[src/rtl/display_pkg.sv]
// display_pkg
// Shared constants and types for the hex display pager:
//   - active-low 7-segment glyphs for digits 0..F (bit 0 = segment a) and SEG_BLANK
//   - LEDR bit positions
//   - conversion FSM state type
//   - seg_of():     nibble to glyph
//   - bcd_adjust(): one add-3 correction step over three BCD digits
package display_pkg;

    localparam logic [6:0] SEG_0     = 7'h40;
    localparam logic [6:0] SEG_1     = 7'h79;
    localparam logic [6:0] SEG_2     = 7'h24;
    localparam logic [6:0] SEG_3     = 7'h30;
    localparam logic [6:0] SEG_4     = 7'h19;
    localparam logic [6:0] SEG_5     = 7'h12;
    localparam logic [6:0] SEG_6     = 7'h02;
    localparam logic [6:0] SEG_7     = 7'h78;
    localparam logic [6:0] SEG_8     = 7'h00;
    localparam logic [6:0] SEG_9     = 7'h10;
    localparam logic [6:0] SEG_A     = 7'h08;
    localparam logic [6:0] SEG_B     = 7'h03;
    localparam logic [6:0] SEG_C     = 7'h46;
    localparam logic [6:0] SEG_D     = 7'h21;
    localparam logic [6:0] SEG_E     = 7'h06;
    localparam logic [6:0] SEG_F     = 7'h0E;
    localparam logic [6:0] SEG_BLANK = 7'h7F;

    localparam int unsigned LEDR_MATCH    = 0;
    localparam int unsigned LEDR_HALT     = 1;
    localparam int unsigned LEDR_STATE_LO = 2;
    localparam int unsigned LEDR_PAGE_LO  = 4;

    // Wide enough for page indices 0..5.
    localparam int unsigned PAGE_W = 3;

    typedef enum logic [1:0] {
        ST_IDLE,
        ST_LOAD,
        ST_SHIFT,
        ST_DONE
    } conv_state_t;

    function automatic logic [6:0] seg_of(input logic [3:0] d);
        logic [6:0] s;
        case (d)
            4'h0: s = SEG_0;
            4'h1: s = SEG_1;
            4'h2: s = SEG_2;
            4'h3: s = SEG_3;
            4'h4: s = SEG_4;
            4'h5: s = SEG_5;
            4'h6: s = SEG_6;
            4'h7: s = SEG_7;
            4'h8: s = SEG_8;
            4'h9: s = SEG_9;
            4'hA: s = SEG_A;
            4'hB: s = SEG_B;
            4'hC: s = SEG_C;
            4'hD: s = SEG_D;
            4'hE: s = SEG_E;
            default: s = SEG_F;
        endcase
        return s;
    endfunction

    function automatic logic [11:0] bcd_adjust(input logic [11:0] b);
        logic [11:0] r;
        r = b;
        for (int unsigned i = 0; i < 3; i++) begin
            if (r[4*i +: 4] >= 4'd5) begin
                r[4*i +: 4] = r[4*i +: 4] + 4'd3;
            end
        end
        return r;
    endfunction

endpackage

[src/rtl/bin2bcd_seq.sv]
// bin2bcd_seq
// Sequential shift-add-3 binary-to-BCD converter. The FSM runs
// IDLE -> LOAD -> SHIFT (DATA_W cycles) -> DONE, then returns to IDLE. If
// start_i is high while in DONE, it goes straight back to LOAD.
// The result register is written on the final SHIFT edge, so it is valid
// during DONE and holds until the next conversion completes.
// Ports:
//   clk_i, rst_i  clock, async active-high reset
//   start_i       request a conversion (accepted in IDLE or DONE)
//   bin_i, tag_i  value to convert and an opaque tag carried with it
//   busy_o        high in LOAD, SHIFT and DONE
//   done_o        high in DONE
//   valid_o       a result has been produced since reset
//   bcd_o         {hundreds, tens, ones} of the last result
//   tag_o         tag of the last result
module bin2bcd_seq
    import display_pkg::*;
#(
    parameter int unsigned DATA_W = 8
) (
    input  logic              clk_i,
    input  logic              rst_i,
    input  logic              start_i,
    input  logic [DATA_W-1:0] bin_i,
    input  logic [PAGE_W-1:0] tag_i,
    output logic              busy_o,
    output logic              done_o,
    output logic              valid_o,
    output logic [11:0]       bcd_o,
    output logic [PAGE_W-1:0] tag_o
);

    localparam int unsigned CNT_W = $clog2(DATA_W);

    conv_state_t       state_q;
    logic [DATA_W-1:0] bin_q;
    logic [DATA_W-1:0] sh_q;
    logic [PAGE_W-1:0] tag_q;
    logic [PAGE_W-1:0] res_tag_q;
    logic [11:0]       bcd_q;
    logic [11:0]       res_q;
    logic              res_valid_q;
    logic [CNT_W-1:0]  cnt_q;
    logic [11:0]       adj;
    logic [11:0]       bcd_step;

    always_comb begin
        adj      = bcd_adjust(bcd_q);
        bcd_step = {adj[10:0], sh_q[DATA_W-1]};
    end

    always_ff @(posedge clk_i or posedge rst_i) begin
        if (rst_i) begin
            state_q     <= ST_IDLE;
            bin_q       <= '0;
            sh_q        <= '0;
            tag_q       <= '0;
            res_tag_q   <= '0;
            bcd_q       <= '0;
            res_q       <= '0;
            res_valid_q <= 1'b0;
            cnt_q       <= '0;
        end else begin
            case (state_q)
                ST_IDLE: begin
                    if (start_i) begin
                        bin_q   <= bin_i;
                        tag_q   <= tag_i;
                        state_q <= ST_LOAD;
                    end
                end
                ST_LOAD: begin
                    sh_q    <= bin_q;
                    bcd_q   <= '0;
                    cnt_q   <= '0;
                    state_q <= ST_SHIFT;
                end
                ST_SHIFT: begin
                    bcd_q <= bcd_step;
                    sh_q  <= {sh_q[DATA_W-2:0], 1'b0};
                    cnt_q <= cnt_q + CNT_W'(1);
                    if (cnt_q == CNT_W'(DATA_W - 1)) begin
                        // Publish the final shift directly so the result is visible in DONE.
                        res_q       <= bcd_step;
                        res_tag_q   <= tag_q;
                        res_valid_q <= 1'b1;
                        state_q     <= ST_DONE;
                    end
                end
                ST_DONE: begin
                    if (start_i) begin
                        bin_q   <= bin_i;
                        tag_q   <= tag_i;
                        state_q <= ST_LOAD;
                    end else begin
                        state_q <= ST_IDLE;
                    end
                end
                default: state_q <= ST_IDLE;
            endcase
        end
    end

    assign busy_o  = (state_q != ST_IDLE);
    assign done_o  = (state_q == ST_DONE);
    assign valid_o = res_valid_q;
    assign bcd_o   = res_q;
    assign tag_o   = res_tag_q;

endmodule

[src/rtl/display_hex_pager.sv]
// display_hex_pager
// Pages through NUM_CH channel values and shows the selected one in decimal
// on HEX2..HEX0, with the page number on HEX5.
// Ports:
//   clk, reset      clock, async active-high reset
//   ch_data         packed channel values, ch0 in the LSBs
//   page_next       one-cycle pulse that advances the page
//   auto_rotate     level; advance the page every ROTATE_TICKS cycles
//   match_signal    stretched onto LEDR[0] for FLASH_TICKS cycles
//   halt_signal     freezes paging, the rotate timer and new conversions
//   state           engine state, mirrored onto LEDR[3:2]
//   HEX0..HEX5      active-low 7-segment outputs
//   LEDR            status LEDs: [0] match, [1] halt, [3:2] state, [9:4] one-hot page
//   busy            conversion in progress
module display_hex_pager
    import display_pkg::*;
#(
    parameter int unsigned DATA_W       = 8,
    parameter int unsigned NUM_CH       = 4,
    parameter int unsigned ROTATE_TICKS = 50_000_000,
    parameter int unsigned FLASH_TICKS  = 12_500_000
) (
    input  logic                     clk,
    input  logic                     reset,
    input  logic [NUM_CH*DATA_W-1:0] ch_data,
    input  logic                     page_next,
    input  logic                     auto_rotate,
    input  logic                     match_signal,
    input  logic                     halt_signal,
    input  logic [1:0]               state,
    output logic [6:0]               HEX0,
    output logic [6:0]               HEX1,
    output logic [6:0]               HEX2,
    output logic [6:0]               HEX3,
    output logic [6:0]               HEX4,
    output logic [6:0]               HEX5,
    output logic [9:0]               LEDR,
    output logic                     busy
);

    localparam int unsigned ROT_W = $clog2(ROTATE_TICKS);
    localparam int unsigned FL_W  = $clog2(FLASH_TICKS + 1);

    logic [PAGE_W-1:0] page_q, page_d;
    logic [ROT_W-1:0]  rot_q, rot_d;
    logic [FL_W-1:0]   fl_q, fl_d;
    logic [9:0]        ledr_q, ledr_d;
    logic [DATA_W-1:0] snap_val_q;
    logic [PAGE_W-1:0] snap_page_q;
    logic              snap_valid_q;

    logic [DATA_W-1:0] sel_val;
    logic              expire, advance, start, accept;

    logic              conv_busy, conv_done, conv_valid;
    logic [11:0]       conv_bcd;
    logic [PAGE_W-1:0] conv_tag;

    always_comb begin
        expire  = auto_rotate && !halt_signal && (rot_q == ROT_W'(ROTATE_TICKS - 1));
        advance = (page_next && !halt_signal) || expire;

        page_d = page_q;
        if (advance) begin
            page_d = (page_q == PAGE_W'(NUM_CH - 1)) ? '0 : page_q + PAGE_W'(1);
        end

        rot_d = rot_q;
        if (!auto_rotate || advance) begin
            rot_d = '0;
        end else if (!halt_signal) begin
            rot_d = rot_q + ROT_W'(1);
        end

        // Select on the next page so a page change triggers in the same cycle it happens.
        sel_val = '0;
        for (int unsigned i = 0; i < NUM_CH; i++) begin
            if (page_d == PAGE_W'(i)) begin
                sel_val = ch_data[i*DATA_W +: DATA_W];
            end
        end

        // Level-sensitive start: anything that arrives mid-conversion is still pending at DONE.
        start  = !halt_signal &&
                 (!snap_valid_q || (page_d != snap_page_q) || (sel_val != snap_val_q));
        accept = start && (!conv_busy || conv_done);

        fl_d = fl_q;
        if (match_signal) begin
            fl_d = FL_W'(FLASH_TICKS);
        end else if (fl_q != '0) begin
            fl_d = fl_q - FL_W'(1);
        end

        ledr_d                         = '0;
        ledr_d[LEDR_MATCH]             = (fl_d != '0);
        ledr_d[LEDR_HALT]              = halt_signal;
        ledr_d[LEDR_STATE_LO +: 2]     = state;
        for (int unsigned i = 0; i < NUM_CH; i++) begin
            ledr_d[LEDR_PAGE_LO + i] = (page_d == PAGE_W'(i));
        end
    end

    always_ff @(posedge clk or posedge reset) begin
        if (reset) begin
            page_q       <= '0;
            rot_q        <= '0;
            fl_q         <= '0;
            ledr_q       <= '0;
            snap_val_q   <= '0;
            snap_page_q  <= '0;
            snap_valid_q <= 1'b0;
        end else begin
            page_q <= page_d;
            rot_q  <= rot_d;
            fl_q   <= fl_d;
            ledr_q <= ledr_d;
            if (accept) begin
                snap_val_q   <= sel_val;
                snap_page_q  <= page_d;
                snap_valid_q <= 1'b1;
            end
        end
    end

    bin2bcd_seq #(
        .DATA_W(DATA_W)
    ) u_bin2bcd (
        .clk_i  (clk),
        .rst_i  (reset),
        .start_i(start),
        .bin_i  (sel_val),
        .tag_i  (page_d),
        .busy_o (conv_busy),
        .done_o (conv_done),
        .valid_o(conv_valid),
        .bcd_o  (conv_bcd),
        .tag_o  (conv_tag)
    );

    // Digits and page number all come from the converter's result register, so they change together.
    always_comb begin
        HEX0 = SEG_BLANK;
        HEX1 = SEG_BLANK;
        HEX2 = SEG_BLANK;
        HEX5 = SEG_BLANK;
        if (conv_valid) begin
            HEX0 = seg_of(conv_bcd[3:0]);
            if (conv_bcd[11:4] != 8'h00) begin
                HEX1 = seg_of(conv_bcd[7:4]);
            end
            if (conv_bcd[11:8] != 4'h0) begin
                HEX2 = seg_of(conv_bcd[11:8]);
            end
            HEX5 = seg_of({1'b0, conv_tag});
        end
    end

    assign HEX3 = SEG_BLANK;
    assign HEX4 = SEG_BLANK;
    assign LEDR = ledr_q;
    assign busy = conv_busy;

endmodule

[config.mk]
export PLATFORM = sky130hd
export DESIGN_NAME = display_hex_pager
export DESIGN_NICKNAME = d
export VERILOG_FILES = /design/src/rtl/display_pkg.sv /design/src/rtl/bin2bcd_seq.sv /design/src/rtl/display_hex_pager.sv
export SDC_FILE = /design/constraint.sdc
export NUM_CORES = 1
export LEC_CHECK = 0
export BUFFER_PORTS_ARGS = -buffer_cell sky130_fd_sc_hd__buf_2
export CAP_MARGIN = 20
export CORE_MARGIN = 10
export CORE_UTILIZATION = 60
export CTS_BUF_LIST = sky130_fd_sc_hd__clkbuf_4 sky130_fd_sc_hd__clkbuf_8
export DETAILED_ROUTE_END_ITERATION = 12
export GPL_TIMING_DRIVEN = 0
export PLACE_DENSITY = 0.81
export SYNTH_ARGS = -nofsm -noshare
export SYNTH_HDL_FRONTEND = slang
export SYNTH_SLANG_ARGS = --single-unit
[constraint.sdc]
create_clock -name clk -period 12.05 [get_ports clk]
set_clock_uncertainty 0.05 [all_clocks]
set_input_delay 2.41 -clock clk [delete_from_list [all_inputs] [get_ports clk]]
set_output_delay 2.41 -clock clk [all_outputs]
set_load 0.05 [all_outputs]
==> impl_metrics.py <==
metrics = {
    "run_status": {
        "status": "completed",
    },
    "clocking": {
        "cts_hold_buf": 0,
        "cts_resized": 0,
        "cts_made_buffers": 17,
        "cts.clk_slew.worst_paths_ns": 0.07,
        "cts_setup_buffers": 0,
        "clock_latency_ns": 0.45,
        "cts_tree": "done",
        "cts_buffer_depth": 2,
        "cts_sinks": 114,
        "cts_max_level": 4,
        "root_buffer": "clkbuf_8",
    },
    "global_routing": {
        "grt_max_degree": 60,
        "grtUsageTotal_pct": 19.5,
        "grt_pass1_wl_um": 28800,
        "grt-ovfl-total": 0,
        "antenna_found_initial": 0,
        "grt_pass1_vias": 6210,
    },
    "floorplanning": {
        "start_util_pct": 61.5,
        "die_y_um": 131,
        "row_count": 40,
        "num_io_pins": 93,
        "die_w_um": 131,
        "die_area_um2": 17200,
        "core-area_um2": 12100,
    },
    "finish": {
        "multi_input_area_um2": 4150,
        "drive_above_1_share_pct": 17.6,
        "fillCellCount": 965,
        "area_growth_pct": 15.3,
        "ff_latch_area_um2": 2850,
        "insertedDiodeCount": 0,
        "fin_nets": 1008,
    },
    "synthesis": {
        "yosys-top-cells-count": "dfrtp_1, nand2_1, nor2_1, inv_1, o21ai_0",
        "synth_area_um2": 7420,
        "syn_inst": 820,
        "synth_top_flop_cell": "dfrtp_1",
        "synth-seq-cells": 114,
        "yosysWarnings": 0,
        "yosysMostFrequentCell": "dfrtp_1",
        "synth_edf_count": 0,
        "yosys.area.top_type": "dfrtp_1",
        "synth_top_area_share_pct": 38.5,
        "yosysUniqueCellTypes": 72,
        "ys_seq_area_share_pct": 38.5,
        "postSynth.asyncResetShare_pct": 100,
        "yosys-top-cells-area": "dfrtp_1, ha_1, nand2_1, mux2i_1, nor2_1",
        "avgSynthCellArea_um2": 9.05,
    },
    "setup_path": {
        "crit_type": "in2reg",
        "r2r-end": "u_bin2bcd.bin_q[4]$_DFFE_PP0P_",
        "crit_path_start_kind": "input port",
        "cp_data_required_time_ns": 12.33,
        "worstReg2RegStart": "page_q[0]$_DFF_PP0_",
        "worst_r2r_path_depth": 13,
        "worstPathArrival_ns": 6.28,
        "end_kind": "flip-flop",
        "path_max_fanout": 10,
        "ff2ff_setup_slack_ns": 7.42,
    },
    "sta": {
        "min_period_ns": 6.00,
        "fin_crit_sh_pct": 49.8,
        "slew_headroom_pct": 51.2,
        "rsz0062_at_grt": "no",
        "setup_violations": 0,
        "drv_slew": 0,
        "worstMarginPinSlew_ns": 0.724,
        "finalSetupTns_ns": 0,
        "hold_ws_ns": 0.442,
        "hold_violations": 0,
        "max_freq_mhz": 167,
    },
    "power_and_ir_drop": {
        "p_leak_nw": 3.67,
        "power_density_nw_per_um2": 171,
        "ir_drop_v": 0.000116,
    },
    "detailed_routing": {
        "dr.pass1.iters": 5,
        "routed_wl_um": 16800,
        "drt_iter0_markers": 504,
        "viasPerCell": 5.58,
        "vias": 6202,
        "drcViolationCount": 0,
        "wl_per_cell_um": 15.1,
        "ant_nets": 0,
    },
    "worst_hold_path": {
        "worstHoldPathCells": 2,
        "hold_start": "u_bin2bcd.sh_q[0]$_DFFE_PP0P_",
        "min_path_type": "reg2reg",
        "holdPathEnd": "u_bin2bcd.sh_q[0]$_DFFE_PP0P_",
    },
    "placement": {
        "port_buffers": 76,
        "place.gp.congestion": 1.00,
        "hpwl_um": 12400,
    },
    "flow_run": {
        "cap_violations": 0,
    },
}
how the worst max path moves through the flow:
stage                           start                             end  slack, ns  cells after the start
final                     halt_signal  u_bin2bcd.bin_q[4]$_DFFE_PP0P_       6.05                     14
after floorplan                 reset               LEDR[0]$_DFF_PP0_       6.57                      1
after CTS                 halt_signal  u_bin2bcd.bin_q[2]$_DFFE_PP0P_       6.13                     14
after global routing      halt_signal      snap_page_q[1]$_DFFE_PP0P_       5.74                     14
after global placement          reset               LEDR[3]$_DFF_PP0_       5.37                      2
after detailed placement  halt_signal  u_bin2bcd.bin_q[2]$_DFFE_PP0P_       5.66                     14
power by group:
| part | internal [mW] | leakage (nW) | switching (mW) |
|---|---|---|---|
| Sequential | 0.442 | 1.44 | 0.0481 |
| Combinational | 0.213 | 2.01 | 0.349 |
| Clock | 0.254 | 0.222 | 0.159 |
registers in the layout (all words and copies together), names as in the netlist, 8 cells and up:
signal,cells
rot_q,26
fl_q,24
u_bin2bcd.bcd_o,12
u_bin2bcd.bcd_q,12
LEDR,8
u_bin2bcd.bin_q,8
u_bin2bcd.sh_q,8
routing by layer:
metal | share of wire (%) | up-vias | global-route usage (%)
met4 | 1.6 | 0 | 6.06
met2 | 47 | 178 | 31.4
met3 | 6.9 | 29 | 6.67
li1 | - | 3083 | -
met1 | 44 | 2912 | 24.0
met5 | 0 | - | 0
area by class of cell:
type                    count  area share, %
plain buffers              50           3.10
clock buffers              19           2.98
clock inverters            13           2.43
inverters                  53           2.35
multi-input cells         617           48.6
flip-flops and latches    114           33.3
well taps                 168           2.46
repair buffers             77           4.77
layout by cell type, fill, tap and decap left out, types with 17 or more instances in the layout:
| cell | n |
|---|---|
| xor2_1 | 26 |
| o21ai_0 | 45 |
| buf_2 | 78 |
| a21oi_1 | 43 |
| mux2_2 | 17 |
| ha_1 | 38 |
| clkbuf_1 | 28 |
| xnor2_1 | 22 |
| nand2_1 | 84 |
| mux2i_1 | 28 |
| nor2_1 | 74 |
| buf_4 | 18 |
| dfrtp_1 | 114 |
| clkbuf_8 | 18 |
| nor3_1 | 19 |
| inv_1 | 51 |
| nand2b_1 | 24 |
worst max-delay path: stages:
cell and delay (ns):
buf_2 0.08, buf_2 0.21, nand2b_1 0.24, nor2_1 0.09, a31oi_1 0.57, clkbuf_1 0.50
nand2_1 0.10, a32oi_1 0.28, o2111ai_1 0.19, a2111oi_1 0.57, a41oi_2 0.31, and2_4 0.26
buf_6 0.15, mux2_4 0.30
per-stage QoR:
stage	utilization [%]	worst slack, ns	power, mW	std cells	cell area, um^2
after floorplan	-	6.57	0.914	834	7470
after global placement	66.8	5.37	1.03	1078	8060
after detailed placement	67.1	5.66	1.04	1079	8090
after CTS	70.9	6.13	1.46	1111	8550
after global routing	70.9	5.74	1.55	1111	8550
final	70.9	6.05	1.46	1111	8550
cells by family (layout without fill, tap and decap cells):
family	Yosys count	after routing	synth area share, %
buffers and inverters	103	212	6.26
other	2	16	0.101
AND/OR/NAND/NOR	293	293	20.0
adder cells (fa/ha/maj)	38	38	6.41
AO/OA/AOI/OAI	169	169	14.9
XOR/XNOR	48	48	5.67
multiplexers	53	53	8.18
flip-flops	114	114	38.5
Note: power is estimated with default switching activity, not from simulation.
